--- config.mk ---
export PLATFORM = sky130hd
export DESIGN_NAME = addsub_pipe_flat
export DESIGN_NICKNAME = d
export VERILOG_FILES = /design/src/rtl/addsub_pipe_if.sv /design/src/rtl/addsub_pipe.sv /design/src/flat_wrapper.sv
export SDC_FILE = /design/constraint.sdc
export NUM_CORES = 1
export LEC_CHECK = 0
export BUFFER_PORTS_ARGS = -buffer_cell sky130_fd_sc_hd__buf_2
export CORE_ASPECT_RATIO = 0.75
export CORE_MARGIN = 4
export CORE_UTILIZATION = 49
export DETAILED_ROUTE_END_ITERATION = 12
export HOLD_SLACK_MARGIN = 0.15
export PLACE_DENSITY = 0.8
export SLEW_MARGIN = 20
export SYNTH_ARGS = -nofsm -noshare
export SYNTH_HDL_FRONTEND = slang
export SYNTH_SLANG_ARGS = --single-unit
--- constraint.sdc ---
create_clock -name clk -period 2.5 [get_ports clk]
set_clock_uncertainty 0.15 [all_clocks]
set_input_delay 0.375 -clock clk [delete_from_list [all_inputs] [get_ports clk]]
set_output_delay 0.375 -clock clk [all_outputs]
set_load 0.005 [all_outputs]
--- src/rtl/addsub_pipe_if.sv ---
// Operand/result bundle for the pipelined adder/subtractor.
// Latency: none (wires only).
// Backpressure: in_ready driven by the slave; out_ready driven by the master.
interface addsub_pipe_if #(
    parameter int WIDTH = 8
);
    logic             in_valid;
    logic             in_ready;
    logic [WIDTH-1:0] a;
    logic [WIDTH-1:0] b;
    logic [1:0]       op;
    logic             cin;
    logic             out_valid;
    logic             out_ready;
    logic [WIDTH-1:0] sum;
    logic             flag_c;
    logic             flag_v;
    logic             flag_n;
    logic             flag_z;

    modport master (
        output in_valid, a, b, op, cin, out_ready,
        input  in_ready, out_valid, sum, flag_c, flag_v, flag_n, flag_z
    );

    modport slave (
        input  in_valid, a, b, op, cin, out_ready,
        output in_ready, out_valid, sum, flag_c, flag_v, flag_n, flag_z
    );
endinterface

--- src/rtl/addsub_pipe.sv ---
// Pipelined WIDTH-bit add/sub (ADD/SUB/ADC/SBC) with N/Z/C/V flags, carry chain cut into STAGES slices.
// Latency: STAGES registers; a beat accepted on edge t is on the outputs after edge t+STAGES-1.
// Backpressure: whole pipe advances when output is empty or taken; in_ready mirrors that advance.
module addsub_pipe #(
    parameter int WIDTH  = 8,
    parameter int STAGES = 2
) (
    input  logic         clk,
    input  logic         rst,
    addsub_pipe_if.slave bus
);
    localparam int SW  = WIDTH / STAGES;
    localparam int MSB = WIDTH - 1;

    // One pipeline slot: full operands ride along so later slices can add their bits;
    // s accumulates result slices from the bottom up, c/z carry the chain forward.
    typedef struct packed {
        logic             vld;
        logic [WIDTH-1:0] a;
        logic [WIDTH-1:0] bx;
        logic [WIDTH-1:0] s;
        logic             c;
        logic             z;
    } stage_t;

    stage_t stage_q [STAGES];
    stage_t stage_d [STAGES];
    logic   advance;

    // Single global enable: the pipe moves only when the last slot can be vacated.
    assign advance      = !stage_q[STAGES-1].vld || bus.out_ready;
    assign bus.in_ready = advance;

    // Next-state of every slot: hold when stalled, otherwise add one slice per stage.
    always_comb begin
        logic [SW:0] part;
        for (int k = 0; k < STAGES; k++) begin
            stage_d[k] = stage_q[k];
        end
        part = '0;
        if (advance) begin
            // First slice: invert b for subtracts, pick carry-in from op.
            stage_d[0].vld = bus.in_valid;
            stage_d[0].a   = bus.a;
            stage_d[0].bx  = bus.b ^ {WIDTH{bus.op[0]}};
            part = {1'b0, bus.a[SW-1:0]}
                 + {1'b0, stage_d[0].bx[SW-1:0]}
                 + {{SW{1'b0}}, (bus.op[1] ? bus.cin : bus.op[0])};
            stage_d[0].s         = '0;
            stage_d[0].s[SW-1:0] = part[SW-1:0];
            stage_d[0].c         = part[SW];
            stage_d[0].z         = (part[SW-1:0] == '0);
            // Later slices consume the registered carry of the previous slice.
            for (int k = 1; k < STAGES; k++) begin
                stage_d[k] = stage_q[k-1];
                part = {1'b0, stage_q[k-1].a[k*SW +: SW]}
                     + {1'b0, stage_q[k-1].bx[k*SW +: SW]}
                     + {{SW{1'b0}}, stage_q[k-1].c};
                stage_d[k].s[k*SW +: SW] = part[SW-1:0];
                stage_d[k].c             = part[SW];
                stage_d[k].z             = stage_q[k-1].z && (part[SW-1:0] == '0);
            end
        end
    end

    // Stage registers; reset empties the pipe and clears result/flags at once.
    always_ff @(posedge clk or posedge rst) begin
        if (rst) begin
            for (int k = 0; k < STAGES; k++) begin
                stage_q[k] <= '0;
            end
        end else begin
            for (int k = 0; k < STAGES; k++) begin
                stage_q[k] <= stage_d[k];
            end
        end
    end

    // Overflow needs the sign bits of a and the possibly-inverted b, both carried to the end.
    assign bus.out_valid = stage_q[STAGES-1].vld;
    assign bus.sum       = stage_q[STAGES-1].s;
    assign bus.flag_c    = stage_q[STAGES-1].c;
    assign bus.flag_n    = stage_q[STAGES-1].s[MSB];
    assign bus.flag_z    = stage_q[STAGES-1].z;
    assign bus.flag_v    = (stage_q[STAGES-1].a[MSB] == stage_q[STAGES-1].bx[MSB])
                        && (stage_q[STAGES-1].s[MSB] != stage_q[STAGES-1].a[MSB]);
endmodule
--- src/flat_wrapper.sv ---
// flat-port wrapper written by rule: the top's interface ports become plain ports
module addsub_pipe_flat 
#(
    parameter int WIDTH  = 8,
    parameter int STAGES = 2
)
  (clk, rst, bus_in_valid, bus_a, bus_b, bus_op, bus_cin, bus_out_ready, bus_in_ready, bus_out_valid, bus_sum, bus_flag_c, bus_flag_v, bus_flag_n, bus_flag_z);
  addsub_pipe_if #(.WIDTH(WIDTH)) bus_i ();
  input  logic clk;
  input  logic rst;
  input wire logic [$bits(bus_i.in_valid)-1:0] bus_in_valid;
  input wire logic [$bits(bus_i.a)-1:0] bus_a;
  input wire logic [$bits(bus_i.b)-1:0] bus_b;
  input wire logic [$bits(bus_i.op)-1:0] bus_op;
  input wire logic [$bits(bus_i.cin)-1:0] bus_cin;
  input wire logic [$bits(bus_i.out_ready)-1:0] bus_out_ready;
  output wire logic [$bits(bus_i.in_ready)-1:0] bus_in_ready;
  output wire logic [$bits(bus_i.out_valid)-1:0] bus_out_valid;
  output wire logic [$bits(bus_i.sum)-1:0] bus_sum;
  output wire logic [$bits(bus_i.flag_c)-1:0] bus_flag_c;
  output wire logic [$bits(bus_i.flag_v)-1:0] bus_flag_v;
  output wire logic [$bits(bus_i.flag_n)-1:0] bus_flag_n;
  output wire logic [$bits(bus_i.flag_z)-1:0] bus_flag_z;
  assign bus_i.in_valid = bus_in_valid;
  assign bus_i.a = bus_a;
  assign bus_i.b = bus_b;
  assign bus_i.op = bus_op;
  assign bus_i.cin = bus_cin;
  assign bus_i.out_ready = bus_out_ready;
  assign bus_in_ready = bus_i.in_ready;
  assign bus_out_valid = bus_i.out_valid;
  assign bus_sum = bus_i.sum;
  assign bus_flag_c = bus_i.flag_c;
  assign bus_flag_v = bus_i.flag_v;
  assign bus_flag_n = bus_i.flag_n;
  assign bus_flag_z = bus_i.flag_z;
  addsub_pipe #(.WIDTH(WIDTH), .STAGES(STAGES)) u_core (.clk(clk), .rst(rst), .bus(bus_i));
endmodule
==> results.toml <==
[run_status]
status = "finished, final reports clean"

[global_route]
grt_max_degree = 29
track_usage_pct = 13.9
grt_pass1_wl_mm = 4.49
antenna_found_initial = 0
gr-total-overflow = 0
grt_pass1_vias = 1060

[worst_hold_path]
hold_path.class = "primary input to flop"

[setup_path]
start_kind = "flop"
crit_arrival_ns = 2.13
crit_type = "flop to flop"
end_kind = "flop"
crit_path_max_fanout = 2
cp.required_ns = 2.51

[synthesis]
avgSynthCellArea_um2 = 9.63
synth_cell_types = 25
yosys_register_bits = 28
syn_area_um2 = 1480
yosysSeqAreaShare_pct = 47.3
synth_top_area_cell = "dfrtp_1"
synth.area.top_cells = "dfrtp_1 47%, nand2_1 12%, buf_4 6.1%"
synth.yosys.warnings = 0
yosys.area.top_type_share_pct = 47.3
synth_nets = 187
syn_inst = 154

[cts]
cts_tree = "yes"
clk_path_buf_depth = 2
numCtsBuffers = 3
clk_pin_slew_ns = 0.09
cts_max_level = 1
cts_root_buf = "clkbuf_8"
post_cts_buffers = 0
clk_latency_ns = 0.27
cts_resized = 0
clkSinkCount = 28
holdBufCountCts = 3

[pwr]
combPwrFrac_pct = 31.4
power_leakage_nw = 0.887
netSwitchingFraction_pct = 31.5
p_sw_mw = 0.419
seq_power_share_pct = 48.3
clock_power_share_pct = 20.2
p_per_area_nw_per_um2 = 779
ir_drop_mv = 0.281
p_int_mw = 0.912

[sta]
setup_viol_count_final = 0
min_period_ns = 2.11
grt_setup_unrepaired = "false"
holdWs_ns = 0.151
max_slew.worst_pin.slew_ns = 0.410
final-max-slew-violation-count = 0
hold_viol_final = 0
finalSetupTns_ns = 0
post-route-period-util_pct = 84.5
fmax_mhz = 473
slew_headroom_pct = 72.6

[floorplan]
fp.dieW_um = 71.5
initial_core_util_pct = 54.1
num_rows = 16
pin_count = 37
coreArea_um2 = 2740
die_h_um = 55.6
die_area_um2 = 3980

[placement]
dpl.hpwl_mm = 2.07
port_buffers = 36
place_congestion = 0.780

[routing]
wire_per_inst_um = 11.8
ant_nets = 0
wl_mm = 2.60
viasPerCell = 4.88
first_iter_violations = 47
drt_first_pass_iters = 4
drc = 0
num_vias = 1079

[cells_and_area]
diodes = 0
final_nets = 219
syn2layout_area_growth_pct = 15.2
final_core_utilization_pct = 62.3
drive_gt1_share_pct = 26.5

[job]
max-cap-violations = 0
## area by class of cell
cell class              count  area, um^2
fillers                   238        1030
flip-flops and latches     28         701
multi-input cells         107         663
repair buffers             41         225
clock buffers               4        55.1
well taps                  36        45.0
inverters                   5        18.8
## registers in the layout, indices dropped and copies added (netlist names)
name,flops
u_core.bus.out_valid,1
u_core.bus.sum,8
u_core.stage_q,17
u_core.bus.flag_c,1
u_core.bus.flag_z,1
## stage by stage
| stage | cells | power [mW] | instance area (um^2) | setup WS, ns |
|---|---|---|---|---|
| after floorplan | 154 | 0.986 | 1480 | 0.351 |
| after global placement | 214 | 1.05 | 1620 | 0.281 |
| after detailed placement | 214 | 1.08 | 1620 | 0.201 |
| after CTS | 221 | 1.35 | 1710 | 0.399 |
| after global routing | 221 | 1.43 | 1710 | 0.334 |
| final | 221 | 1.33 | 1710 | 0.388 |
## routing by layer
metal,up-vias,GRT usage (%),wire (um)
met3,4,1.62,191
met4,0,5.63,43
li1,546,-,-
met1,494,18.4,1150
met2,35,23.3,1210
met5,-,0,0
## placed cells by master (no fill, tap or decap)
cell / count
nand2_1: 49
buf_2: 36
dfrtp_1: 28
o21ai_0: 9
nor2_1: 8
xnor2_1: 6
a21oi_1: 6
xor2_1: 6
ha_1: 6
inv_1: 4
fa_1: 4
clkbuf_8: 4
dlygate4sd3_1: 3
a21oi_2: 2
buf_4: 2
nor2b_2: 1
inv_2: 1
nor2b_1: 1
nand3b_1: 1
nand4_1: 1
nand2b_1: 1
a21o_1: 1
a21o_2: 1
and4_4: 1
a22o_1: 1
mux2i_1: 1
mux2_4: 1
## worst paths after layout
check                                                from                             end  slack [ns]  cells past startpoint
max                        u_core.stage_q[28]$_DFFE_PP0P_   u_core.bus.flag_z$_DFFE_PP0P_        0.39                      5
min                                              bus_a[4]  u_core.stage_q[49]$_DFFE_PP0P_        0.15                      3
max reg2reg                u_core.stage_q[28]$_DFFE_PP0P_   u_core.bus.flag_z$_DFFE_PP0P_        0.39                      5
min reg2reg                 u_core.bus.sum[4]$_DFFE_PP0P_   u_core.bus.sum[4]$_DFFE_PP0P_        0.32                      2
max in group asynchronous                             rst  u_core.stage_q[53]$_DFFE_PP0P_        1.40                      4
min in group asynchronous                             rst   u_core.bus.sum[3]$_DFFE_PP0P_        0.55                      4
## synth_stat cells (all sizes together)
cell type,n
nor2,8
o21ai,9
mux2,1
inv,5
nand2,49
a21o,2
a22o,1
xor2,6
buf,14
and4,1
nand2b,1
nor2b,2
xnor2,6
fa,4
mux2i,1
ha,6
a21oi,8
nand4,1
dfrtp,28
nand3b,1
## cells by family after synthesis
group | Yosys count | synth area share [%]
xor+xnor | 12 | 7.09
flops | 28 | 47.3
buf+inv | 19 | 8.02
compound gates | 20 | 7.93
fa+ha+maj | 10 | 10.5
mux | 2 | 1.69
simple gates | 63 | 17.6
## worst max-delay path, cell delays in order, from the launching register on
cell	delay [ns]
dfrtp_1	0.42
fa_1	0.48
fa_1	0.42
xnor2_1	0.16
and4_4	0.19
a22o_1	0.19
## power by group through the flow
stage	combinational (mW)	sequential (mW)	clock [mW]
2_1_floorplan	0.350	0.636	0
3_3_place_gp	0.405	0.643	0
3_5_place_dp	0.421	0.655	0
4_1_cts	0.426	0.645	0.277
5_1_grt	0.479	0.660	0.292
6_report	0.418	0.643	0.269
No activity file was read; power rests on OpenSTA's default activity.
